### config.mk
export PLATFORM = sky130hd
export DESIGN_NAME = jstk_poll_sched
export DESIGN_NICKNAME = d
export VERILOG_FILES = /design/src/rtl/jstk_pkg.sv /design/src/rtl/jstk_poll_sched_tick.sv /design/src/rtl/jstk_poll_sched.sv
export SDC_FILE = /design/constraint.sdc
export NUM_CORES = 1
export LEC_CHECK = 0
export CELL_PAD_IN_SITES_DETAIL_PLACEMENT = 0
export CELL_PAD_IN_SITES_GLOBAL_PLACEMENT = 1
export CORE_ASPECT_RATIO = 0.9
export CORE_UTILIZATION = 42
export DETAILED_ROUTE_END_ITERATION = 16
export HOLD_SLACK_MARGIN = 0.12
export PLACE_DENSITY = 0.94
export SLEW_MARGIN = 25
export SYNTH_ARGS = -nofsm -noshare
export SYNTH_HDL_FRONTEND = slang
export SYNTH_SLANG_ARGS = --single-unit
### constraint.sdc
create_clock -name clk -period 4 [get_ports clk]
set_input_delay 0.4 -clock clk [delete_from_list [all_inputs] [get_ports clk]]
set_output_delay 0.4 -clock clk [all_outputs]
set_load 0.01 [all_outputs]
### src/rtl/jstk_pkg.sv
// Shared types and constants for the joystick polling scheduler:
// FSM state encoding, 40-bit frame field offsets/widths and the
// centre position used as the reset value of the X/Y outputs.
package jstk_pkg;

  typedef enum logic [2:0] {
    ST_IDLE      = 3'd0,
    ST_WAIT_TICK = 3'd1,
    ST_START     = 3'd2,
    ST_WAIT_DONE = 3'd3,
    ST_UNPACK    = 3'd4
  } state_t;

  localparam int FRAME_W = 40;
  localparam int POS_W   = 10;
  localparam int BTN_W   = 3;
  localparam int SUM_W   = 12;

  // Frame layout: byte0 [39:32] .. byte4 [7:0]
  localparam int X_LO_OFF = 32;  // byte0 -> x[7:0]
  localparam int X_HI_OFF = 24;  // byte1[1:0] -> x[9:8]
  localparam int Y_LO_OFF = 16;  // byte2 -> y[7:0]
  localparam int Y_HI_OFF = 8;   // byte3[1:0] -> y[9:8]
  localparam int BTN_OFF  = 0;   // byte4[2:0]

  // Bits that must be zero in a well-formed frame: [31:26], [15:10], [7:3]
  localparam logic [FRAME_W-1:0] RSVD_MASK = 40'h00_FC_00_FC_F8;

  localparam logic [POS_W-1:0] POS_CENTRE = 10'd512;

  function automatic logic frame_ok(input logic [FRAME_W-1:0] f);
    return (f & RSVD_MASK) == '0;
  endfunction

  function automatic logic [POS_W-1:0] get_x(input logic [FRAME_W-1:0] f);
    return {f[X_HI_OFF +: 2], f[X_LO_OFF +: 8]};
  endfunction

  function automatic logic [POS_W-1:0] get_y(input logic [FRAME_W-1:0] f);
    return {f[Y_HI_OFF +: 2], f[Y_LO_OFF +: 8]};
  endfunction

endpackage

### src/rtl/jstk_poll_sched_tick.sv
// poll_tick_gen: free-running divider. Counts 0..PERIOD-1 and emits a
// registered one-cycle tick in the cycle after the counter wraps.
module poll_tick_gen #(
  parameter int PERIOD = 1_000_000
) (
  input  logic i_clk,
  input  logic i_rst_n,
  output logic o_tick
);

  localparam int CNT_W = (PERIOD > 1) ? $clog2(PERIOD) : 1;
  localparam logic [CNT_W-1:0] CNT_LAST = CNT_W'(PERIOD - 1);

  logic [CNT_W-1:0] r_cnt;
  logic             r_tick;

  // Divider counter with registered wrap pulse
  always_ff @(posedge i_clk or negedge i_rst_n) begin
    if (!i_rst_n) begin
      r_cnt  <= '0;
      r_tick <= 1'b0;
    end else if (r_cnt == CNT_LAST) begin
      r_cnt  <= '0;
      r_tick <= 1'b1;
    end else begin
      r_cnt  <= r_cnt + CNT_W'(1);
      r_tick <= 1'b0;
    end
  end

  assign o_tick = r_tick;

endmodule

### src/rtl/jstk_poll_sched.sv
// jstk_poll_sched: requests one SPI joystick frame per poll period,
// supervises the transfer with a timeout, validates the 40-bit frame and
// publishes X/Y/buttons. Last good sample is held between polls.
//
// Handshake: spi_start is a one-cycle request pulse; the receiver answers
// with a one-cycle spi_done pulse, and spi_frame is only sampled in that
// cycle. There is no back-pressure; spi_done seen outside WAIT_DONE is
// dropped.
//
// Build option: define JSTK_AVG4_EN to output the mean of the last four
// valid samples instead of the raw position (history starts at centre).
module jstk_poll_sched
  import jstk_pkg::*;
#(
  parameter int CLK_HZ      = 100_000_000,
  parameter int POLL_HZ     = 100,
  parameter int TIMEOUT_CYC = 200_000
) (
  input  logic               clk,
  input  logic               rst_n,
  input  logic               enable,
  output logic               spi_start,
  input  logic               spi_done,
  input  logic [FRAME_W-1:0] spi_frame,
  output logic [POS_W-1:0]   x_pos,
  output logic [POS_W-1:0]   y_pos,
  output logic [BTN_W-1:0]   buttons,
  output logic               sample_valid,
  output logic               frame_err,
  output logic               timeout_err,
  output logic               overrun,
  output logic [2:0]         dbg_state
);

  localparam int PERIOD = CLK_HZ / POLL_HZ;
  localparam int TO_W   = $clog2(TIMEOUT_CYC + 1);
  localparam logic [TO_W-1:0] TO_LAST = TO_W'(TIMEOUT_CYC - 1);

  logic w_tick;
  logic w_accept;
  logic [POS_W-1:0] w_x_new;
  logic [POS_W-1:0] w_y_new;

  state_t           r_state;
  logic [TO_W-1:0]  r_to_cnt;
  logic             r_spi_start;
  logic [POS_W-1:0] r_x_pos;
  logic [POS_W-1:0] r_y_pos;
  logic [BTN_W-1:0] r_buttons;
  logic             r_sample_valid;
  logic             r_frame_err;
  logic             r_timeout_err;
  logic             r_overrun;

  poll_tick_gen #(
    .PERIOD (PERIOD)
  ) u_tick (
    .i_clk   (clk),
    .i_rst_n (rst_n),
    .o_tick  (w_tick)
  );

  // A frame is taken only when it arrives in WAIT_DONE and is well-formed
  assign w_accept = (r_state == ST_WAIT_DONE) && spi_done && frame_ok(spi_frame);

`ifdef JSTK_AVG4_EN
  // Three previous accepted samples; the fourth term is the arriving one
  logic [POS_W-1:0] r_hx [3];
  logic [POS_W-1:0] r_hy [3];
  logic [SUM_W-1:0] w_x_sum;
  logic [SUM_W-1:0] w_y_sum;

  // Running 4-sample sums, truncated mean
  always_comb begin
    w_x_sum = SUM_W'(get_x(spi_frame)) + SUM_W'(r_hx[0]) + SUM_W'(r_hx[1]) + SUM_W'(r_hx[2]);
    w_y_sum = SUM_W'(get_y(spi_frame)) + SUM_W'(r_hy[0]) + SUM_W'(r_hy[1]) + SUM_W'(r_hy[2]);
    w_x_new = w_x_sum[SUM_W-1:2];
    w_y_new = w_y_sum[SUM_W-1:2];
  end

  // Shift accepted samples into the history
  always_ff @(posedge clk or negedge rst_n) begin
    if (!rst_n) begin
      for (int i = 0; i < 3; i++) begin
        r_hx[i] <= POS_CENTRE;
        r_hy[i] <= POS_CENTRE;
      end
    end else if (w_accept) begin
      r_hx[0] <= get_x(spi_frame);
      r_hy[0] <= get_y(spi_frame);
      r_hx[1] <= r_hx[0];
      r_hy[1] <= r_hy[0];
      r_hx[2] <= r_hx[1];
      r_hy[2] <= r_hy[1];
    end
  end
`else
  // Raw unpacked position
  always_comb begin
    w_x_new = get_x(spi_frame);
    w_y_new = get_y(spi_frame);
  end
`endif

  // Scheduler FSM with registered request, data and status pulses.
  // The frame is checked as spi_done arrives so results are visible in
  // UNPACK, one cycle after the done pulse.
  always_ff @(posedge clk or negedge rst_n) begin
    if (!rst_n) begin
      r_state        <= ST_IDLE;
      r_to_cnt       <= '0;
      r_spi_start    <= 1'b0;
      r_x_pos        <= POS_CENTRE;
      r_y_pos        <= POS_CENTRE;
      r_buttons      <= '0;
      r_sample_valid <= 1'b0;
      r_frame_err    <= 1'b0;
      r_timeout_err  <= 1'b0;
      r_overrun      <= 1'b0;
    end else begin
      r_spi_start    <= 1'b0;
      r_sample_valid <= 1'b0;
      r_frame_err    <= 1'b0;
      r_timeout_err  <= 1'b0;
      r_overrun      <= w_tick && (r_state == ST_START || r_state == ST_WAIT_DONE ||
                                   r_state == ST_UNPACK);
      case (r_state)
        ST_IDLE: begin
          if (enable) r_state <= ST_WAIT_TICK;
        end
        ST_WAIT_TICK: begin
          if (!enable) begin
            r_state <= ST_IDLE;
          end else if (w_tick) begin
            r_state     <= ST_START;
            r_spi_start <= 1'b1;
            r_to_cnt    <= '0;
          end
        end
        ST_START: begin
          // Timeout window counts from the spi_start cycle itself
          r_to_cnt <= r_to_cnt + TO_W'(1);
          r_state  <= ST_WAIT_DONE;
        end
        ST_WAIT_DONE: begin
          if (spi_done) begin
            r_state <= ST_UNPACK;
            if (frame_ok(spi_frame)) begin
              r_x_pos        <= w_x_new;
              r_y_pos        <= w_y_new;
              r_buttons      <= spi_frame[BTN_OFF +: BTN_W];
              r_sample_valid <= 1'b1;
            end else begin
              r_frame_err <= 1'b1;
            end
          end else if (r_to_cnt == TO_LAST) begin
            r_timeout_err <= 1'b1;
            r_state       <= ST_WAIT_TICK;
          end else begin
            r_to_cnt <= r_to_cnt + TO_W'(1);
          end
        end
        ST_UNPACK: begin
          r_state <= enable ? ST_WAIT_TICK : ST_IDLE;
        end
        default: r_state <= ST_IDLE;
      endcase
    end
  end

  assign spi_start    = r_spi_start;
  assign x_pos        = r_x_pos;
  assign y_pos        = r_y_pos;
  assign buttons      = r_buttons;
  assign sample_valid = r_sample_valid;
  assign frame_err    = r_frame_err;
  assign timeout_err  = r_timeout_err;
  assign overrun      = r_overrun;
  assign dbg_state    = r_state;

endmodule
==> qor.csv <==
metric,value,unit
first-pass GRT wire length,11500,um
core footprint,0.00754,sq mm
Max transition margin,34.9,%
synth-to-layout area growth,30.7,%
VDD IR-drop max,0.166,mV
register area share after synthesis,53.8,%
Worst-path clk slew,80,ps
Hold Fails Final Rpt,0,
kind of cell adding the most delay to the critical path,compound AO/OA/AOI/OAI gates,
crit path max fanout,16,
TritonCTS clock tree,done,
skew final,7.62,ps
Final WS setup,1760,ps
WHS Endpoint,u_tick.r_cnt[0]$_DFF_PN0_,
"worst slack, placed",1420,ps
Nets,420,
routed len/inst,14.5,um
status,"finished, final reports clean",
routed wire length,6870,um
TNS Setup,0,ps
GPL Wtd Cong,0.830,
area taken by multi-input logic gates,0.00141,sq mm
IO Count,75,
Root Driver,clkbuf_8,
H-tree depth,3,
"number of placed instances, taps included",458,
endpoints failing setup,0,
synthesis-stage register bit count,70,
Final Util,56.5,%
Final Max Tran Viols,0,
CP arrival,2490,ps
Hold Path Class,flop to flop,
Detail Route Antenna Nets,0,
Yosys top cell area share,52.2,%
CTS sink count,70,
top post-synthesis cells by area,"dfrtp_1 52%, mux2_4 8.8%, o21ai_0 5.2%",
initial antenna violation count,0,
post-synth net total,342,
Max-Cap Viols,0,
Vias per Instance,5.33,
min cycle time layout,2240,ps
yosys warns,0,
Starting Density,43.2,%
Startpoint Class,flop,
Peak Freq,0.446,GHz
PD cells,316,mW/mm^2
synthesized area,0.00326,sq mm
"Setup Fix Bufs, Post-CTS",0,
die height,85.6,um
R2R setup slack,1760,ps
maximum buffer depth of the clock tree,2,
Final period util,56.1,%
Max stage delay on crit path,460,ps
hold path depth,1,
filler-free cell count of the finished design,475,
share of cells above drive strength 1,14.2,%
number of global-route vias before repair,2481,
Post-DP HPWL,4980,um
Worst Setup Path Type,flop to flop,
DRT Pass-1 Iters,5,
Die Wd,94.9,um
row cnt,30,
aggregate global-route resource usage,18.3,%
HP Start,u_tick.r_cnt[0]$_DFF_PN0_,
RSZ-0062 raised after global routing,false,
Post-Syn Instances,296,
R2R Path Start,dbg_state[2]$_DFFE_PN0P_,
WP data required,4250,ps
"Remaining Overflow, GRT",0,
total CTS buffers,9,
drc violations,0,
die area,0.00812,sq mm
R2R cell count,5,
n_diodes,0,
Initial DRC Count,117,
Seq. cell area,0.00175,sq mm
Mean Syn Cell Area,11.0,sq um
Tightest Pin Transition,967,ps
crit end category,flop,
CP max-delay cell,nand2b_1,
worst skew pair latency,340,ps
largest net degree at the start of global routing,45,
IO buf count,74,
post-synth cell types,40,
cells along the critical path,nand2b_1 > a21oi_2 > o21a_1 > nand3_1 > o21ai_0,
Buffers & Inverters on Critical Path,0,
Pleak,1.79,nW
FF-to-FF End,r_to_cnt[17]$_DFFE_PN0P_,
post-CTS sizing,0,
"area leader, netlist",dfrtp_1,
Filler cells,642,
DR vias,2534,
-- through the flow --
step,power [mW],instance area [sq um],hold slack [ps]
6_report,1.35,4260,466
3_3_place_gp,0.784,4040,446
2_1_floorplan,0.725,3260,104
3_5_place_dp,0.785,4040,457
5_1_grt,1.41,4260,498
4_1_cts,1.37,4250,245
-- Yosys cell counts --
cell type and instances:
mux2_4 19, and2_4 1, nand3b_1 3, o21ai_0 34, nand3_1 13, nand2_1 23, a31o_2 1, a31oi_1 4
o31ai_1 1, or2_2 1, o21ai_2 1, a21bo_2 1, nor4b_1 2, nor2b_1 2, nand4b_1 1, nor3_2 1
dfstp_2 2, buf_2 4, nor4bb_1 2, and2b_2 2, and3_1 4, inv_1 3, clkbuf_1 2, ha_1 2
nand4_1 14, a21oi_1 12, nor4_1 5, or4_4 1, nand2b_1 1, and2_1 1, xor2_1 7, and4_1 3
nor2_1 34, o21a_1 1, xnor2_1 7, nor3_1 5, mux2_2 4, a21oi_2 1, dfrtp_1 68, buf_12 3
-- how the worst max path moves through the flow --
stage | startpoint | slack [ps] | cells after the start | endpoint
detailed placement | spi_frame[6] | 1420 | 6 | y_pos[7]$_DFFE_PN0P_
finish | dbg_state[2]$_DFFE_PN0P_ | 1760 | 5 | r_to_cnt[17]$_DFFE_PN0P_
global placement | spi_frame[6] | 1470 | 6 | y_pos[7]$_DFFE_PN0P_
floorplan | spi_frame[6] | 2010 | 7 | x_pos[1]$_DFFE_PN0P_
CTS | dbg_state[2]$_DFFE_PN0P_ | 1730 | 5 | r_to_cnt[17]$_DFFE_PN0P_
global route | u_tick.r_cnt[13]$_DFF_PN0_ | 1510 | 5 | u_tick.r_cnt[17]$_DFF_PN0_
-- sequential cells by signal, indices dropped and copies added, names as in the netlist --
name	cells
u_tick.r_cnt	20
timeout_err	1
overrun	1
frame_err	1
dbg_state	3
x_pos	10
u_tick.o_tick	1
buttons	3
r_to_cnt	18
spi_start	1
y_pos	10
sample_valid	1
-- metal layers --
layer / wire length (um) / share of wire, % / vias up / global-route usage, %
met5: 0 / 0 / - / 0
met4: 90 / 1.3 / 0 / 6.89
met3: 430 / 6.3 / 12 / 4.88
met2: 3090 / 45 / 93 / 28.8
met1: 3260 / 47 / 1205 / 24.2
li1: - / - / 1224 / -
-- kinds of logic (layout without fill, tap and decap cells) --
logic type	Yosys count	after routing	synth area share, %
flip-flops	70	70	53.8
XOR/XNOR	14	14	3.76
adder cells (fa/ha/maj)	2	2	0.768
multiplexers	23	23	10.1
buffers and inverters	12	95	3.03
AO/OA/AOI/OAI	56	56	9.41
AND/OR/NAND/NOR	119	119	19.1
-- area by class of cell --
cell class                      count  area share [%]
Tap cell                           96            2.82
Clock inverter                      6            1.62
Multi-Input combinational cell    214            33.2
Timing Repair Buffer               76            17.7
Inverter                            3           0.264
Clock buffer                       10            3.23
Sequential cell                    70            41.2
-- power by group --
| group | leakage [nW] | switching [mW] | internal, mW |
|---|---|---|---|
| registers | 0.954 | 0.00142 | 0.708 |
| logic | 0.729 | 0.0214 | 0.0401 |
| clock network | 0.103 | 0.269 | 0.308 |
| total | 1.79 | 0.292 | 1.06 |
-- cells in the final DEF, fill, tap and decap left out, types with 2 or more instances in the layout --
cell              n
nor4b_1           2
a31oi_1           4
nand3_1          13
nor3_1            5
nand3b_1          3
and2b_2           2
nor2b_1           2
and4_1            3
a21oi_1          12
inv_1             3
o21ai_0          34
xnor2_1           7
dfstp_2           2
nor4bb_1          2
clkbuf_8         10
nor2_1           34
ha_1              2
dfrtp_1          68
and3_1            4
mux2_4           19
clkinv_4          2
nor4_1            4
mux2_2            4
nand4_1          14
clkdlybuf4s50_1  73
buf_4             2
xor2_1            7
nand2_1          23
-- what timing repair did --
action,4_1_cts,5_1_grt
hold buffers,0,1
endpoints found under the hold margin,0,41
setup endpoints to repair,0,0
No activity file was read; power rests on OpenSTA's default activity.
==> patch: new RTL, same settings <==
The parameter `TIMEOUT_CYC` goes from 200_000 to 50_000.
--- a/src/rtl/jstk_poll_sched.sv
+++ b/src/rtl/jstk_poll_sched.sv
@@ -16,3 +16,3 @@
   parameter int POLL_HZ     = 100,
-  parameter int TIMEOUT_CYC = 200_000
+  parameter int TIMEOUT_CYC = 50_000
 ) (
Function: no difference found for any inputs over 10 cycles, from zero or initial values and one cycle with rst_n low; that may be too few to reach the edited logic, so the function may still have changed.
==> patch against the original RTL <==
  * Die area is 3.0% lower
  * Sequential cell count is 2 lower
  * Critical endpoint is now y_pos[5]
  * Worst setup slack improved by 0.18 ns
  * Routed wire length is 2.2% higher
  * First-iteration DRC count up 40%
  * Total power rose by 2.6%
  * Final area down 1.2%
  * Area after synthesis is 3.0% lower
==> patch: results (changes against the original RTL) <==
stage	metric	value	unit	change
status	status	finished clean		
global_route	grt_pass1_vias	2501		+0.81%
layout	nClkBuffers	9		-1
die	dieArea	7880	µm²	-3.0%
synthesis	synth-compound-area-share	10.0	%	+0.61 points
placement	hpwl	5060	µm	+1.5%
setup_path	crit_fanout	24		+8
setup_path	cp.arrival	2.30	ns	-0.19 ns
synthesis	yosysUniqueCellTypes	47		+18%
power_and_ir_drop	pwr-share-comb	4.4	%	-0.2 points
drt	met1_length	3180	µm	-2.7%
synthesis	synth_adder_area_share	0.792	%	+0.024 points
global_route	grt_max_degree	44		-2.2%
layout	instances_no_fill	460		-3.2%
drt	drtIter0Drc	164		+40%
drt	wl	7020	µm	+2.2%
synthesis	synth_xor_area_share	2.77	%	-0.99 points
layout	area_delta_synth_final	33.2	%	
layout	fin_nets	408		-2.9%
drt	met2WireLength	3280	µm	+6.3%
synthesis	synthCells	283		-4.4%
drt	firstDrtPassIters	4		-1
global_route	met2_usage	30.3	%	+1.4 points
layout	multiInputGateArea	1350	µm²	-4.3%
placement	pre_cts_slack	1.65	ns	+0.232 ns
global_route	use_met1	25.2	%	+1.0 points
layout	buffers	78		+2.6%
clock_tree	cts.sinks	68		-2.9%
placement	dp.cells	443		-3.3%
sta	fin_skew	0.0116	ns	+0.00397 ns
global_route	grt_pass1_wl	11700	µm	+2.1%
sta	worst_pin_slew	0.636	ns	-0.331 ns
patch: cell count changes after synthesis, moves of 7 or more:
cell / before / now
o211ai_1: 0 / 8
nor2_1: 34 / 11
or3_1: 0 / 7
o21ai_0: 34 / 10
mux2_2: 4 / 24
inv_1: 3 / 11
mux2_4: 19 / 0
patch: path summary, 6_finish.rpt:
check / startpoint / slack, ns / depth (start not counted) / endpoint
setup / recovery: dbg_state[2] / 1.93 / 4 / y_pos[5]
hold / removal: u_tick.r_cnt[0] / 0.46 / 1 / u_tick.r_cnt[0]
setup reg to reg: dbg_state[2] / 1.93 / 4 / y_pos[5]
hold reg to reg: u_tick.r_cnt[0] / 0.46 / 1 / u_tick.r_cnt[0]
max in group asynchronous: rst_n / 2.64 / 3 / y_pos[9]
min in group asynchronous: rst_n / 0.58 / 2 / u_tick.r_cnt[9]
patch: worst max-delay path: stages, from the launching register on:
cell and delay [ns]:
dfrtp_1 0.48, nand2b_1 0.42, nor4_4 0.35, buf_4 0.33, mux2_2 0.38
